<file path="config.mk">
export PLATFORM = sky130hd
export DESIGN_NAME = conf_reg_bank
export DESIGN_NICKNAME = d
export VERILOG_FILES = /design/src/rtl/conf_pkg.sv /design/src/rtl/conf_fifo.sv /design/src/rtl/conf_reg_bank.sv
export SDC_FILE = /design/constraint.sdc
export NUM_CORES = 1
export LEC_CHECK = 0
export BUFFER_PORTS_ARGS = -buffer_cell sky130_fd_sc_hd__buf_2
export CORE_ASPECT_RATIO = 0.9
export CORE_MARGIN = 3
export CORE_UTILIZATION = 40
export DETAILED_ROUTE_END_ITERATION = 6
export HOLD_SLACK_MARGIN = 0.1
export MAX_ROUTING_LAYER = met4
export PLACE_DENSITY = 0.7
export SYNTH_ARGS = -nofsm -noshare
export SYNTH_HDL_FRONTEND = slang
export SYNTH_SLANG_ARGS = --single-unit
</file>
<file path="constraint.sdc">
create_clock -name clk -period 4.1 [get_ports clk]
set_input_delay 0.82 -clock clk [delete_from_list [all_inputs] [get_ports clk]]
set_output_delay 0.82 -clock clk [all_outputs]
set_load 0.005 [all_outputs]
</file>
<file path="src/rtl/conf_pkg.sv">
// Shared definitions for the CONF receiver: default bus widths, the buffered
// entry layout, the default commit address and the error counter width.
package conf_pkg;

  localparam int CONF_ADDR_W      = 4;
  localparam int CONF_DATA_W      = 14;
  localparam int CONF_COMMIT_ADDR = 15;
  localparam int ERR_CNT_W        = 8;

  typedef struct packed {
    logic [CONF_ADDR_W-1:0] addr;
    logic [CONF_DATA_W-1:0] data;
  } conf_entry_t;

endpackage

</file>
<file path="src/rtl/conf_fifo.sv">
// Generic synchronous FIFO with a power-of-two depth. The head entry is read
// combinationally so a word pushed at one edge can be popped at the next.
module conf_fifo #(
  parameter int WIDTH = 18,
  parameter int DEPTH = 4
) (
  input  logic                     clk,
  input  logic                     rst,
  input  logic                     push,
  input  logic                     pop,
  input  logic [WIDTH-1:0]         din,
  output logic [WIDTH-1:0]         dout,
  output logic                     full,
  output logic                     empty,
  output logic [$clog2(DEPTH):0]   level
);

  localparam int PTR_W = $clog2(DEPTH);

  logic [WIDTH-1:0] mem [DEPTH];
  logic [PTR_W-1:0] wr_ptr_reg;
  logic [PTR_W-1:0] rd_ptr_reg;
  logic [PTR_W:0]   level_reg;
  logic [PTR_W:0]   level_next;
  logic             do_push;
  logic             do_pop;

  assign do_push = push && !full;
  assign do_pop  = pop && !empty;

  assign full  = (level_reg == (PTR_W+1)'(DEPTH));
  assign empty = (level_reg == '0);
  assign level = level_reg;
  assign dout  = mem[rd_ptr_reg];

  always_comb begin
    level_next = level_reg;
    if (do_push && !do_pop) begin
      level_next = level_reg + (PTR_W+1)'(1);
    end else if (do_pop && !do_push) begin
      level_next = level_reg - (PTR_W+1)'(1);
    end
  end

  // Storage is not reset; the pointers and level define which words are valid.
  always_ff @(posedge clk) begin
    if (do_push) begin
      mem[wr_ptr_reg] <= din;
    end
  end

  // Pointers wrap naturally because DEPTH is a power of two.
  always_ff @(posedge clk) begin
    if (rst) begin
      wr_ptr_reg <= '0;
      rd_ptr_reg <= '0;
      level_reg  <= '0;
    end else begin
      if (do_push) wr_ptr_reg <= wr_ptr_reg + PTR_W'(1);
      if (do_pop)  rd_ptr_reg <= rd_ptr_reg + PTR_W'(1);
      level_reg <= level_next;
    end
  end

endmodule

</file>
<file path="src/rtl/conf_reg_bank.sv">
// Configuration receiver: buffers CONF writes in a FIFO, drains them into a
// shadow bank and copies shadow to active on a commit (or writes active directly).
module conf_reg_bank
  import conf_pkg::*;
#(
  parameter int ADDR_W      = CONF_ADDR_W,
  parameter int DATA_W      = CONF_DATA_W,
  parameter int NUM_REGS    = 12,
  parameter int FIFO_DEPTH  = 4,
  parameter int COMMIT_ADDR = CONF_COMMIT_ADDR,
  parameter bit DIRECT      = 1'b0
) (
  input  logic                            clk,
  input  logic                            rst,
  input  logic [ADDR_W-1:0]               c_addr,
  input  logic [DATA_W-1:0]               c_data,
  input  logic                            c_valid,
  output logic                            c_ready,
  input  logic                            hold,
  output logic [NUM_REGS*DATA_W-1:0]      cfg_out,
  output logic                            cfg_update,
  output logic [ERR_CNT_W-1:0]            err_cnt,
  output logic [$clog2(FIFO_DEPTH):0]     fifo_level
);

  localparam int ENTRY_W = ADDR_W + DATA_W;

  logic               fifo_full;
  logic               fifo_empty;
  logic               push;
  logic               pop;
  logic [ENTRY_W-1:0] head;
  logic [ADDR_W-1:0]  pop_addr;
  logic [DATA_W-1:0]  pop_data;
  logic               in_range;
  logic               is_commit;
  logic               cfg_update_reg;
  logic [ERR_CNT_W-1:0] err_cnt_reg;

  assign c_ready = !rst && !fifo_full;
  assign push    = c_valid && c_ready;
  assign pop     = !fifo_empty && !hold;

  conf_fifo #(
    .WIDTH (ENTRY_W),
    .DEPTH (FIFO_DEPTH)
  ) u_fifo (
    .clk   (clk),
    .rst   (rst),
    .push  (push),
    .pop   (pop),
    .din   ({c_addr, c_data}),
    .dout  (head),
    .full  (fifo_full),
    .empty (fifo_empty),
    .level (fifo_level)
  );

  assign pop_addr  = head[ENTRY_W-1 -: ADDR_W];
  assign pop_data  = head[DATA_W-1:0];
  assign in_range  = (pop_addr < ADDR_W'(NUM_REGS));
  // In direct mode the commit address is just another out-of-range write.
  assign is_commit = !DIRECT && (pop_addr == ADDR_W'(COMMIT_ADDR));

  generate
    for (genvar gi = 0; gi < NUM_REGS; gi++) begin : g_reg
      logic [DATA_W-1:0] shadow_reg;
      logic [DATA_W-1:0] active_reg;
      logic              hit;

      assign hit = pop && (pop_addr == ADDR_W'(gi));

      always_ff @(posedge clk) begin
        if (rst) begin
          shadow_reg <= '0;
          active_reg <= '0;
        end else if (DIRECT) begin
          if (hit) active_reg <= pop_data;
        end else begin
          if (hit) shadow_reg <= pop_data;
          if (pop && is_commit) active_reg <= shadow_reg;
        end
      end

      assign cfg_out[gi*DATA_W +: DATA_W] = active_reg;
    end
  endgenerate

  always_ff @(posedge clk) begin
    if (rst) begin
      cfg_update_reg <= 1'b0;
      err_cnt_reg    <= '0;
    end else begin
      cfg_update_reg <= pop && (DIRECT ? in_range : is_commit);
      if (pop && !in_range && !is_commit && (err_cnt_reg != '1)) begin
        err_cnt_reg <= err_cnt_reg + ERR_CNT_W'(1);
      end
    end
  end

  assign cfg_update = cfg_update_reg;
  assign err_cnt    = err_cnt_reg;

endmodule

</file>
# Yosys cells after proc, flatten, opt, wreduce, memory -nomap -nowiden
# Memory sizes are Yosys's and may differ from the RTL's. A register that Yosys moved wholly into a read port is not among the register bits.
# Cells that the tools add are included.
# totals
in_bits,22
memories,1
word_cells,90
ff_bits,352
ram_bits,72
# classes
mux,6
order_cmp,1
n_eq_ne,14
addsub,5
reduce_logical,34
# mem_list
memory,words,width,read_ports,rd_ports_with_merged_regs,write_ports,line,rtl
u_fifo.mem,4,18,1,1,1,conf_fifo.sv:20,logic [WIDTH-1:0] mem [DEPTH];
# ops
cell,count
$logic_and A1 B1 Y1,23
$eq A4 B4 Y1 const B,5
$eq A4 B3 Y1 const B,4
$add A8 B1 Y8 const B,1
$eq A4 B2 Y1 const B,2
$logic_not A1 Y1,8
$ne A8 B8 Y1 const B,1
$mux W3,2
$add A2 B1 Y2 const B,2
$eq A4 B1 Y1 const B,1
$logic_not A4 Y1,1
$lt A4 B4 Y1 const B,1
$mux W2,2
$add A3 B1 Y3 const B,1
$eq A3 B3 Y1 const B,1
$logic_not A3 Y1,1
$sub A3 B1 Y3 const B,1
$mux W1,2
$reduce_bool A2 Y1,1

# Depth between registers and ports, before layout
# Gate-level depths: netlist of run 1.
# depth
depth_word,9
mapped_depth,10
mapped_depth_nobuf,9

# Cells and area by module
# Synthesis of run 1 repeated with hierarchy kept, for this count alone.
# hier_totals
cells_unflattened,1688
hier_area_um2,15298.4
# by_module_without_submodules
mod,instances,cells_each,seq_area_each_um2,area_per_inst_um2
conf_reg_bank,1,1546,6906.6,12219.2
conf_fifo,1,142,2342.2,3079.2

# Worst setup path before layout of run 1
# Ideal clock, no wire load.
# synth_path
path_type,input-to-reg
start,input port rst
end,"register u_fifo.level_reg[2], in the netlist u_fifo.level[2]"
n_path_buf,2
required_time_ps,4030
cell_stages,10
setup_time_ps,70
arrival_ps,2729
slack_ps,1301
path_cell_list,clkbuf_1 -> a21oi_1 -> and2_1 -> clkbuf_1 -> ha_1 -> inv_1 -> fa_1 -> xor2_1 -> or3_1 -> a21oi_1
# synth_between
elab_chain_len,7
elab_cells_between_ends,9
cone_classes,mux (1); reduce/logical (8)
# synth_lines
item,line,rtl
from (decl),conf_reg_bank.sv:14,"input logic rst,"
$logic_not A1 Y1 *,conf_reg_bank.sv:40,assign c_ready = !rst && !fifo_full;
$logic_and A1 B1 Y1 *,conf_reg_bank.sv:40,
via c_ready,conf_reg_bank.sv:18,"output logic c_ready,"
$logic_and A1 B1 Y1 *,conf_reg_bank.sv:41,assign push = c_valid && c_ready;
$logic_and A1 B1 Y1 *,conf_fifo.sv:28,assign do_push = push && !full;
via u_fifo.do_push,conf_fifo.sv:25,logic do_push;
$logic_not A1 Y1,conf_fifo.sv:40,end else if (do_pop && !do_push) begin
$logic_and A1 B1 Y1,conf_fifo.sv:40,
$reduce_bool A2 Y1 (no line),-,
to (signal assigned),conf_fifo.sv:61,level_reg <= level_next;
to (decl),conf_fifo.sv:23,logic [PTR_W:0] level_reg;
# Mark *: on every way through the listed nets, which the timed path passes. The rest lies on a longest branch.
# A chain may end at the register's enable or synchronous reset.

==> run summary, run 1 <==
final setup vio count -> 0
count leader, synth -> dfxtp_1
initial antenna violation count -> 1
main area contributors after synthesis -> dfxtp_1 (45%), edfxtp_1 (14%), mux2i_1 (9.9%), nand2_1 (8.3%), nand2b_1 (5.7%)
family with the most delay on the worst path -> simple AND/OR/NAND/NOR gates
vias in the first global route -> 10600
IO buf count -> 202
Worst Path Required -> 4.56 ns
die footprint -> 0.0417 sq mm
fraction of layout cells with a size suffix above 1 -> 0.186
Cells after Synth -> 1511
final setup TNS -> 0 ns
Crit Path Max Fanout -> 57
total power -> 9.75 mW
Post-synth EDFFs -> 72
Syn-to-layout area delta -> 17.7%
maximum capacitance violations -> 0
Final Core Density -> 0.480
Max transition margin -> 0.306
Pwr Density -> 527 mW/mm^2
Leak -> 7.64 nW
Post-synth ARST share -> 0
CP arrival -> 3.39 ns
DP HPWL -> 24900 microns
gpl congestion -> 0.786
FP Rows -> 68
top_reg_cell synth -> dfxtp_1
CTS Sinks -> 426
top cells by count, synth -> dfxtp_1 (354), nand2_1 (349), a21oi_1 (173)
vias per cell -> 4.97
gr usage total -> 0.189
DP Worst Slack -> 1.02 ns
Via Count -> 11000
post-CTS setup repair buffer count -> 0
crit path time final -> 2.93 ns
Die Y -> 194 microns
Netlist Area Pre-Place -> 0.0157 sq mm
WP buf/inv -> 1
RSZ-0062 raised after global routing -> no
Num CTS Buffers -> 44
crit-path cells -> mux4_2 -> nand4b_1 -> or2_4 -> buf_12 -> nand2_1 -> a21oi_1
Die W -> 215 microns
final period utilization -> 0.714
Routed Wire Length -> 39500 microns
CTS tree -> built
Warnings, synthesis -> 0
total grt overflow -> 0
clk_lat worst skew -> 0.56 ns
worst vdd ir -> 0.000282 V
Hold Buf Count CTS -> 0
CTS root buf -> clkbuf_16
post-synth top area share -> 0.451
CP peak stage delay -> 0.65 ns
actual slew at the worst max-slew pin -> 1.04 ns
mean post-synth cell area -> 10.4 sq um
initial core utilization -> 0.408
distinct cell type count after synthesis -> 43
FF+latch count, synth -> 426
PnR worst setup slack -> 1.17 ns
Fin Clk Skew -> 0.0200 ns
first-pass GRT wire length -> 60900 microns
Final ANT Viol Nets -> 0
Crit Path Category -> reg -> reg
Yosys top cell by area -> dfxtp_1
max-slew violation count -> 0
status -> completed
largest net degree at the start of global routing -> 115
slowest CP cell -> mux4_2
Detailed Routing Iterations Pass 1 -> 5
Final Hold Viols -> 0
Routed wire per std cell -> 17.8 microns
Worst Hold Class -> reg -> reg
Setup crit end kind -> flip-flop
syn_nets -> 1540
sequential element share of the synthesized area -> 0.588
H-tree Lvls -> 2
startpoint types -> flip-flop
Iter 0 DRT Violations -> 830
Fmax -> 342 MHz
Clk pin slew, worst setup/hold paths -> 0.06 ns
core footprint -> 0.0385 sq mm
Final Instance Area -> 0.0185 sq mm
placed inst area -> 0.0170 sq mm
post-cts repair resize count -> 0
nets -> 1687
Top-Level Pins -> 203
# DRC -> 0
clk buf depth -> 3
-- layer usage --
metal | track usage | vias up | wire, microns
li1 | - | 5323 | -
met3 | 0.0356 | 61 | 2190
met5 | - | - | 0
met4 | 0.0582 | 0 | 1150
met2 | 0.294 | 291 | 18300
met1 | 0.251 | 5359 | 17900
-- stage by stage --
step                hold WS [ns]  instances
floorplan                  0.431       1511
global placement           0.436       2137
detailed placement         0.443       2137
CTS                        0.448       2217
global route               0.454       2218
finish                     0.449       2218
-- worst min-delay path, stage by stage (launching register included) --
cell and delay [ns]:
dfxtp_1 0.31, nand2_1 0.05, a21oi_1 0.05
-- layout by cell type (no fill, tap or decap), drive strengths merged, types with 6 or more instances in the layout --
cell | Yosys | routed
nor2 | 44 | 44
edfxtp | 72 | 72
o21ai | 15 | 15
and3 | 7 | 7
nor2b | 6 | 6
bufinv | 0 | 7
clkbuf | 53 | 59
clkinv | 0 | 8
buf | 61 | 215
dfxtp | 354 | 354
nand2 | 349 | 349
mux4 | 18 | 18
nand3b | 14 | 14
a21oi | 173 | 173
mux2i | 156 | 156
ha | 6 | 6
inv | 6 | 8
nand2b | 144 | 144
-- cells by family (layout without fill, tap and decap cells) --
group | count (synthesis) | in the layout | share of synthesized area
compound gates | 192 | 192 | 0.0619
xor+xnor | 7 | 7 | 0.00390
fa+ha+maj | 7 | 7 | 0.00605
buf+inv | 120 | 301 | 0.0391
flops | 426 | 426 | 0.588
mux | 176 | 176 | 0.127
other cells | 0 | 1 | 0
simple gates | 583 | 583 | 0.173
-- final cells by class --
class                   instances  area, sq um
diodes                          1         2.50
clock buffers                  59         1220
clock inverters                21          324
fillers                      3559        20000
inverters                       6         22.5
multi-input cells             965         5870
flip-flops and latches        426         9250
well taps                     525          657
repair buffers                215         1170
-- power breakdown --
| group | switching, mW | total, mW | internal (mW) | leakage [nW] |
|---|---|---|---|---|
| combinational | 0.692 | 1.06 | 0.371 | 3.40 |
| clock | 1.67 | 4.21 | 2.54 | 0.739 |
| sequential | 0.0828 | 4.48 | 4.40 | 3.51 |
-- path summary, 6_finish.rpt --
kind         depth (start not counted)                                  end                                start  slack [ns]
max                                  6  g_reg[1].active_reg[2]$_SDFFE_PP0P_                            flip-flop        1.17
min                                  2  g_reg[4].active_reg[6]$_SDFFE_PP0P_  g_reg[4].shadow_reg[6]$_SDFFE_PP0P_        0.45
max reg2reg                          6  g_reg[1].active_reg[2]$_SDFFE_PP0P_                            flip-flop        1.17
min reg2reg                          2  g_reg[4].active_reg[6]$_SDFFE_PP0P_  g_reg[4].shadow_reg[6]$_SDFFE_PP0P_        0.45
Note: power is estimated with default switching activity, not from simulation.
==> run 2, diff against run 1 <==
==> constraint.sdc (replaced) <==
create_clock -name clk -period 3 [get_ports clk]
set_input_delay 0.6 -clock clk [delete_from_list [all_inputs] [get_ports clk]]
set_output_delay 0.6 -clock clk [all_outputs]
set_load 0.005 [all_outputs]
==> run summary, run 2 (synthesis results as in run 1) <==
IO buf count -> 202 (unchanged)
DP HPWL -> 25100 microns (+0.85%)
Die W -> 215 microns (unchanged)
FILL cells -> 3547 (-0.34%)
vias per cell -> 4.86 (-2.4%)
nets -> 1719 (+1.9%)
Critical Path Most Common Cell -> nand2_1
Crit Path Max Fanout -> 54 (-5.3%)
leading cell type in the layout, fill and taps excluded -> dfxtp_1
worst vdd ir -> 0.000516 V (+83%)
Worst Path Required -> 3.47 ns (-1.09 ns)
gpl congestion -> 0.782 (-0.52%)
Pwr Density -> 707 mW/mm^2 (+34%)
slowest CP cell -> dfxtp_1
status -> completed
R2R Setup Slk -> 0.45 ns (-0.72 ns)
crit-path cells -> buf_4 -> mux4_2 -> nand2_1 -> or2_4 -> buf_12 -> nand2_1 -> a21oi_1
Clk pin slew, worst setup/hold paths -> 0.06 ns (about the same)
WP buf/inv -> 2 (+1)
Final ANT Viol Nets -> 0 (unchanged)
Detailed Routing Iterations Pass 1 -> 5 (unchanged)
fraction of layout cells with a size suffix above 1 -> 0.200 (+0.0142)
family with the most delay on the worst path -> simple AND/OR/NAND/NOR gates
gr usage total -> 0.187 (-0.00189)
Fin Clk Skew -> 0.0135 ns (-0.00645 ns)
DP Worst Slack -> 0.355 ns (-0.665 ns)
Final Hold Viols -> 0 (unchanged)
max-slew violation count -> 0 (unchanged)
fin cells -> 2253 (+1.6%)
startpoint types -> flip-flop
Crit Path Category -> reg -> reg
Final Instance Area -> 0.0187 sq mm (+1.2%)
Routed wire per std cell -> 17.2 microns (-3.4%)
Max transition margin -> 0.420 (+0.114)
placed cells -> 2168 (+1.5%)
vias in the first global route -> 10700 (+1.1%)
Routed Wire Length -> 38800 microns (-1.8%)
# DRC -> 0 (unchanged)
FP Rows -> 68 (unchanged)
initial antenna violation count -> 1 (unchanged)
CTS tree -> built
RSZ-0062 raised after global routing -> no
final setup TNS -> 0 ns (unchanged)
CTS Sinks -> 426 (unchanged)
Num CTS Buffers -> 45 (+2.3%)
HP Start -> c_data[9]
die footprint -> 0.0417 sq mm (unchanged)
most frequent cells in the layout -> dfxtp_1 (354), nand2_1 (349), buf_2 (201)
final setup vio count -> 0 (unchanged)
Top-Level Pins -> 203 (unchanged)
Setup crit end kind -> flip-flop
clk buf depth -> 3 (unchanged)
PnR worst setup slack -> 0.454 ns (-0.720 ns)
Die Y -> 194 microns (unchanged)
Syn-to-layout area delta -> 19.2%
final period utilization -> 0.849 (+0.135)
maximum capacitance violations -> 0 (unchanged)
post-CTS setup repair buffer count -> 0 (unchanged)
crit path time final -> 2.55 ns (-0.380 ns)
H-tree Lvls -> 2 (unchanged)
Iter 0 DRT Violations -> 685 (-17%)
Worst Hold Class -> in -> reg
clk_lat worst skew -> 0.56 ns (about the same)
largest net degree at the start of global routing -> 215 (+87%)
Leak -> 7.80 nW (+2.1%)
CTS root buf -> clkbuf_16
first-pass GRT wire length -> 60300 microns (-0.84%)
actual slew at the worst max-slew pin -> 0.870 ns (-0.169 ns)
CP arrival -> 3.02 ns (-0.37 ns)
initial core utilization -> 0.408 (unchanged)
total grt overflow -> 0 (unchanged)
Hold Buf Count CTS -> 0 (unchanged)
CP peak stage delay -> 0.61 ns (-0.04 ns)
placed inst area -> 0.0172 sq mm (+1.6%)
Via Count -> 10900 (-0.83%)
post-cts repair resize count -> 0 (unchanged)
Fmax -> 393 MHz (+15%)
core footprint -> 0.0385 sq mm (unchanged)
-- run 2: path summary, 6_finish.rpt --
kind                                              end  depth (start not counted)
setup / recovery  g_reg[5].active_reg[6]$_SDFFE_PP0P_                          7
hold / removal             u_fifo.mem[3][9]$_DFFE_PP_                          1
setup reg to reg  g_reg[5].active_reg[6]$_SDFFE_PP0P_                          7
hold reg to reg   g_reg[7].active_reg[4]$_SDFFE_PP0P_                          2
-- run 2: cell type report --
| class | instances | area (sq um) | area share |
|---|---|---|---|
| flip-flops and latches | 426 | 9250 | 0.494 |
| multi-input cells | 965 | 5870 | 0.313 |
| repair buffers | 246 | 1440 | 0.0768 |
| clock buffers | 72 | 1370 | 0.0731 |
| well taps | 525 | 657 | 0.0351 |
| clock inverters | 12 | 123 | 0.00655 |
| inverters | 6 | 22.5 | 0.00120 |
| diodes | 1 | 2.50 | 0.000134 |
-- run 2: report_power, final --
| group | switching [mW] | internal (mW) |
|---|---|---|
| Sequential | 0.120 | 6.01 |
| Clock | 2.23 | 3.31 |
| Combinational | 0.967 | 0.607 |
-- run 2: metal layers --
layer	vias up	global-route usage	wire (microns)
met1	5286	0.243	17700
met5	-	-	0
li1	5385	-	-
met4	0	0.0504	679
met2	225	0.302	18500
met3	46	0.0337	1890
-- run 2: metrics by stage --
step	hold WS (ns)	power (mW)	utilization
2_1_floorplan	0.431	7.26	-
3_3_place_gp	0.437	7.83	0.447
3_5_place_dp	0.442	7.87	0.447
4_1_cts	0.211	13.4	0.486
5_1_grt	0.240	13.7	0.486
6_report	0.250	13.2	0.486
==> run 3, diff against run 2 <==
--- a/config.mk
+++ b/config.mk
@@ -5,6 +5,7 @@
 export SDC_FILE = /design/constraint.sdc
 export NUM_CORES = 1
 export LEC_CHECK = 0
+export ABC_AREA = 1
 export BUFFER_PORTS_ARGS = -buffer_cell sky130_fd_sc_hd__buf_2
 export CORE_ASPECT_RATIO = 0.9
 export CORE_MARGIN = 3
@@ -12,7 +13,7 @@
 export DETAILED_ROUTE_END_ITERATION = 6
 export HOLD_SLACK_MARGIN = 0.1
 export MAX_ROUTING_LAYER = met4
-export PLACE_DENSITY = 0.7
+export PLACE_DENSITY = 0.72
 export SYNTH_ARGS = -nofsm -noshare
 export SYNTH_HDL_FRONTEND = slang
 export SYNTH_SLANG_ARGS = --single-unit
==> constraint.sdc (replaced) <==
create_clock -name clk -period 2.18 [get_ports clk]
set_input_delay 0.436 -clock clk [delete_from_list [all_inputs] [get_ports clk]]
set_output_delay 0.436 -clock clk [all_outputs]
set_load 0.005 [all_outputs]
==> run summary, run 3 <==
status -> completed
DP HPWL -> 28000 microns (+12%)
Final Hold Viols -> 0 (unchanged)
R2R Setup Slk -> 0.21 ns (-0.24 ns)
Crit Path Category -> reg -> reg
CTS tree -> built
met2 wire length -> 19600 microns (+5.9%)
Fin Clk Skew -> 0.0321 ns (+0.0186 ns)
post-CTS setup repair buffer count -> 0 (unchanged)
crit path time final -> 1.97 ns (-0.577 ns)
final setup TNS -> 0 ns (unchanged)
FP Rows -> 68 (unchanged)
Worst Hold Class -> in -> reg
fraction of layout cells with a size suffix above 1 -> 0.182 (-0.0182)
sequential element share of the synthesized area -> 0.582 (-0.00657)
CTS root buf -> clkbuf_16
final setup vio count -> 0 (unchanged)
top cells by count, synth -> nor2_1 (600), dfxtp_1 (354), nand2_1 (206)
placed inst area -> 0.0176 sq mm (+2.3%)
worst hold slack -> 0.125 ns (-0.125 ns)
H-tree Lvls -> 2 (unchanged)
vias per cell -> 4.98 (+2.5%)
die footprint -> 0.0422 sq mm (+1.1%)
count leader, synth -> nor2_1
distinct cell type count after synthesis -> 35 (-19%)
maximum capacitance violations -> 0 (unchanged)
CTS Sinks -> 426 (unchanged)
Clk pin slew, worst setup/hold paths -> 0.07 ns (about the same)
clk buf depth -> 3 (unchanged)
max-slew violation count -> 0 (unchanged)
max layer used -> met4
Setup crit end kind -> flip-flop
RSZ-0062 raised after global routing -> no
largest net degree at the start of global routing -> 73 (-66%)
FF+latch count, synth -> 426 (unchanged)
IO buf count -> 202 (unchanged)
worst vdd ir -> 0.000555 V (+7.6%)
Fmax -> 508 MHz (+29%)
routed length on met3 -> 2920 microns (+55%)
Detailed Routing Iterations Pass 1 -> 5 (unchanged)
nets -> 2139 (+24%)
Iter 0 DRT Violations -> 1190 (+74%)
Routed wire per std cell -> 16.1 microns (-6.2%)
Warnings, synthesis -> 0 (unchanged)
Final Instance Area -> 0.0193 sq mm (+2.9%)
most frequent cells in the layout -> nor2_1 (599), dfxtp_1 (353), nand2_1 (206)
gr usage total -> 0.205 (+0.0181)
hold endpoint -> u_fifo.mem[3][4]$_DFFE_PP_
Die Y -> 195 microns (+0.55%)
startpoint types -> flip-flop
clk_lat worst skew -> 0.58 ns (+0.02 ns)
Post-synth EDFFs -> 72 (unchanged)
Num CTS Buffers -> 43 (-4.4%)
Pwr Density -> 1080 mW/mm^2 (+53%)
syn_nets -> 1936 (+26%)
CP arrival -> 2.42 ns (-0.60 ns)
post-synth top area share -> 0.446 (-0.00504)
main area contributors after synthesis -> dfxtp_1 (45%), nor2_1 (14%), edfxtp_1 (14%), nand2_1 (4.9%), o21ai_0 (4.7%)
leading cell type in the layout, fill and taps excluded -> nor2_1
total grt overflow -> 0 (unchanged)
Worst Path Required -> 2.63 ns (-0.84 ns)
Final Core Density -> 0.497 (+0.0108)
Reg2Reg Depth -> 9 (+2)
r2r endpoint -> g_reg[0].active_reg[2]$_SDFFE_PP0P_
DP Worst Slack -> 0.0546 ns (-0.300 ns)
gpl congestion -> 0.829 (+6.1%)
Max transition margin -> 0.474 (+0.0544)
Yosys top cell by area -> dfxtp_1
Syn-to-layout area delta -> 21.2%
PnR worst setup slack -> 0.211 ns (-0.243 ns)
Crit Path Max Fanout -> 60 (+11%)
Top-Level Pins -> 203 (unchanged)
initial antenna violation count -> 5 (+4)
# DRC -> 0 (unchanged)
Leak -> 8.17 nW (+4.7%)
initial core utilization -> 0.410 (+0.00190)
core footprint -> 0.0388 sq mm (+0.66%)
Cells after Synth -> 1907 (+26%)
actual slew at the worst max-slew pin -> 0.788 ns (-0.0816 ns)
Final ANT Viol Nets -> 0 (unchanged)
vias in the first global route -> 12500 (+17%)
Die W -> 216 microns (+0.55%)
mean post-synth cell area -> 8.34 sq um (-20%)
Routed Wire Length -> 43100 microns (+11%)
HP Start -> c_data[4]
final period utilization -> 0.903 (+0.0544)
WL met1 -> 19400 microns (+9.4%)
top_reg_cell synth -> dfxtp_1
Netlist Area Pre-Place -> 0.0159 sq mm (+1.1%)
hold-critical path depth -> 1 (unchanged)
Post-synth ARST share -> 0 (unchanged)
Via Count -> 13300 (+22%)
first-pass GRT wire length -> 67500 microns (+12%)
[run 3: cell count changes in the layout (fill, tap and decap cells not counted), moves of 16 or more]
cell / previous run / this run
nand3_1: 3 / 22
buf_4: 37 / 61
dlygate4sd3_1: 0 / 16
mux2i_1: 156 / 0
o21bai_1: 0 / 29
nand2_1: 349 / 206
inv_1: 6 / 65
nor2_1: 43 / 599
nand2b_1: 144 / 0
o21ai_1: 11 / 110
nand4_1: 2 / 32
o21ai_0: 4 / 149
a21oi_1: 173 / 63
[run 3: timing repair]
item                                   in CTS  in global routing
endpoints found under the hold margin      62                  0
hold buffers                               16                  0
resized for setup                           0                 12
setup endpoints to repair                   0                 82
[run 3: power breakdown]
group | switching (mW) | internal [mW] | total [mW]
Clock | 3.12 | 4.36 | 7.48
Combinational | 3.06 | 1.40 | 4.46
Sequential | 0.315 | 8.60 | 8.91
[run 3: final cells by class]
type | instances | area (sq um)
Multi-Input combinational cell | 1274 | 5750
Tap cell | 525 | 657
Clock buffer | 57 | 1230
Sequential cell | 426 | 9250
Fill cell | 3655 | 19500
Antenna cell | 5 | 12.5
Inverter | 74 | 290
Timing Repair Buffer | 291 | 1880
Clock inverter | 21 | 213
[run 3: logic make-up after synthesis]
kind of cell | synth area share
and+or+nand+nor | 0.228
buffers and inverters | 0.0609
AOI/OAI and AO/OA | 0.122
DFF | 0.582
adders and majority gates | 0.00598
xor gates and xnor gates | 0.00110
[run 3: worst max-delay path: stages, from the launching register on]
cell and delay (ns):
dfxtp_2 0.38, buf_4 0.18, nand2_1 0.06, nand3_1 0.11, nand2_2 0.14, nor2_4 0.20
nand2_8 0.13, buf_12 0.22, o21ai_0 0.34, nor2_1 0.06
[run 3: worst max path at each step]
stage,start,end,depth (start not counted)
after floorplan,rst,u_fifo.mem[0][0]$_DFFE_PP_,4
after global placement,rst,u_fifo.level[2]$_SDFFE_PP0P_,11
after detailed placement,rst,u_fifo.level[2]$_SDFFE_PP0P_,11
after CTS,flip-flop,g_reg[1].shadow_reg[7]$_SDFFE_PP0P_,8
after global routing,flip-flop,g_reg[8].shadow_reg[1]$_SDFFE_PP0P_,8
final,flip-flop,g_reg[0].active_reg[2]$_SDFFE_PP0P_,9
[run 3: stage by stage]
step                power [mW]  cells
floorplan                 11.5   1907
global placement          13.4   2574
detailed placement        13.5   2574
CTS                       21.0   2668
global route              21.8   2673
finish                    20.9   2673
[run 3: metal layers]
layer,GRT usage,vias to the layer above
met5,-,-
met4,0.0671,0
met3,0.0364,89
met2,0.319,438
met1,0.272,6184
li1,-,6591
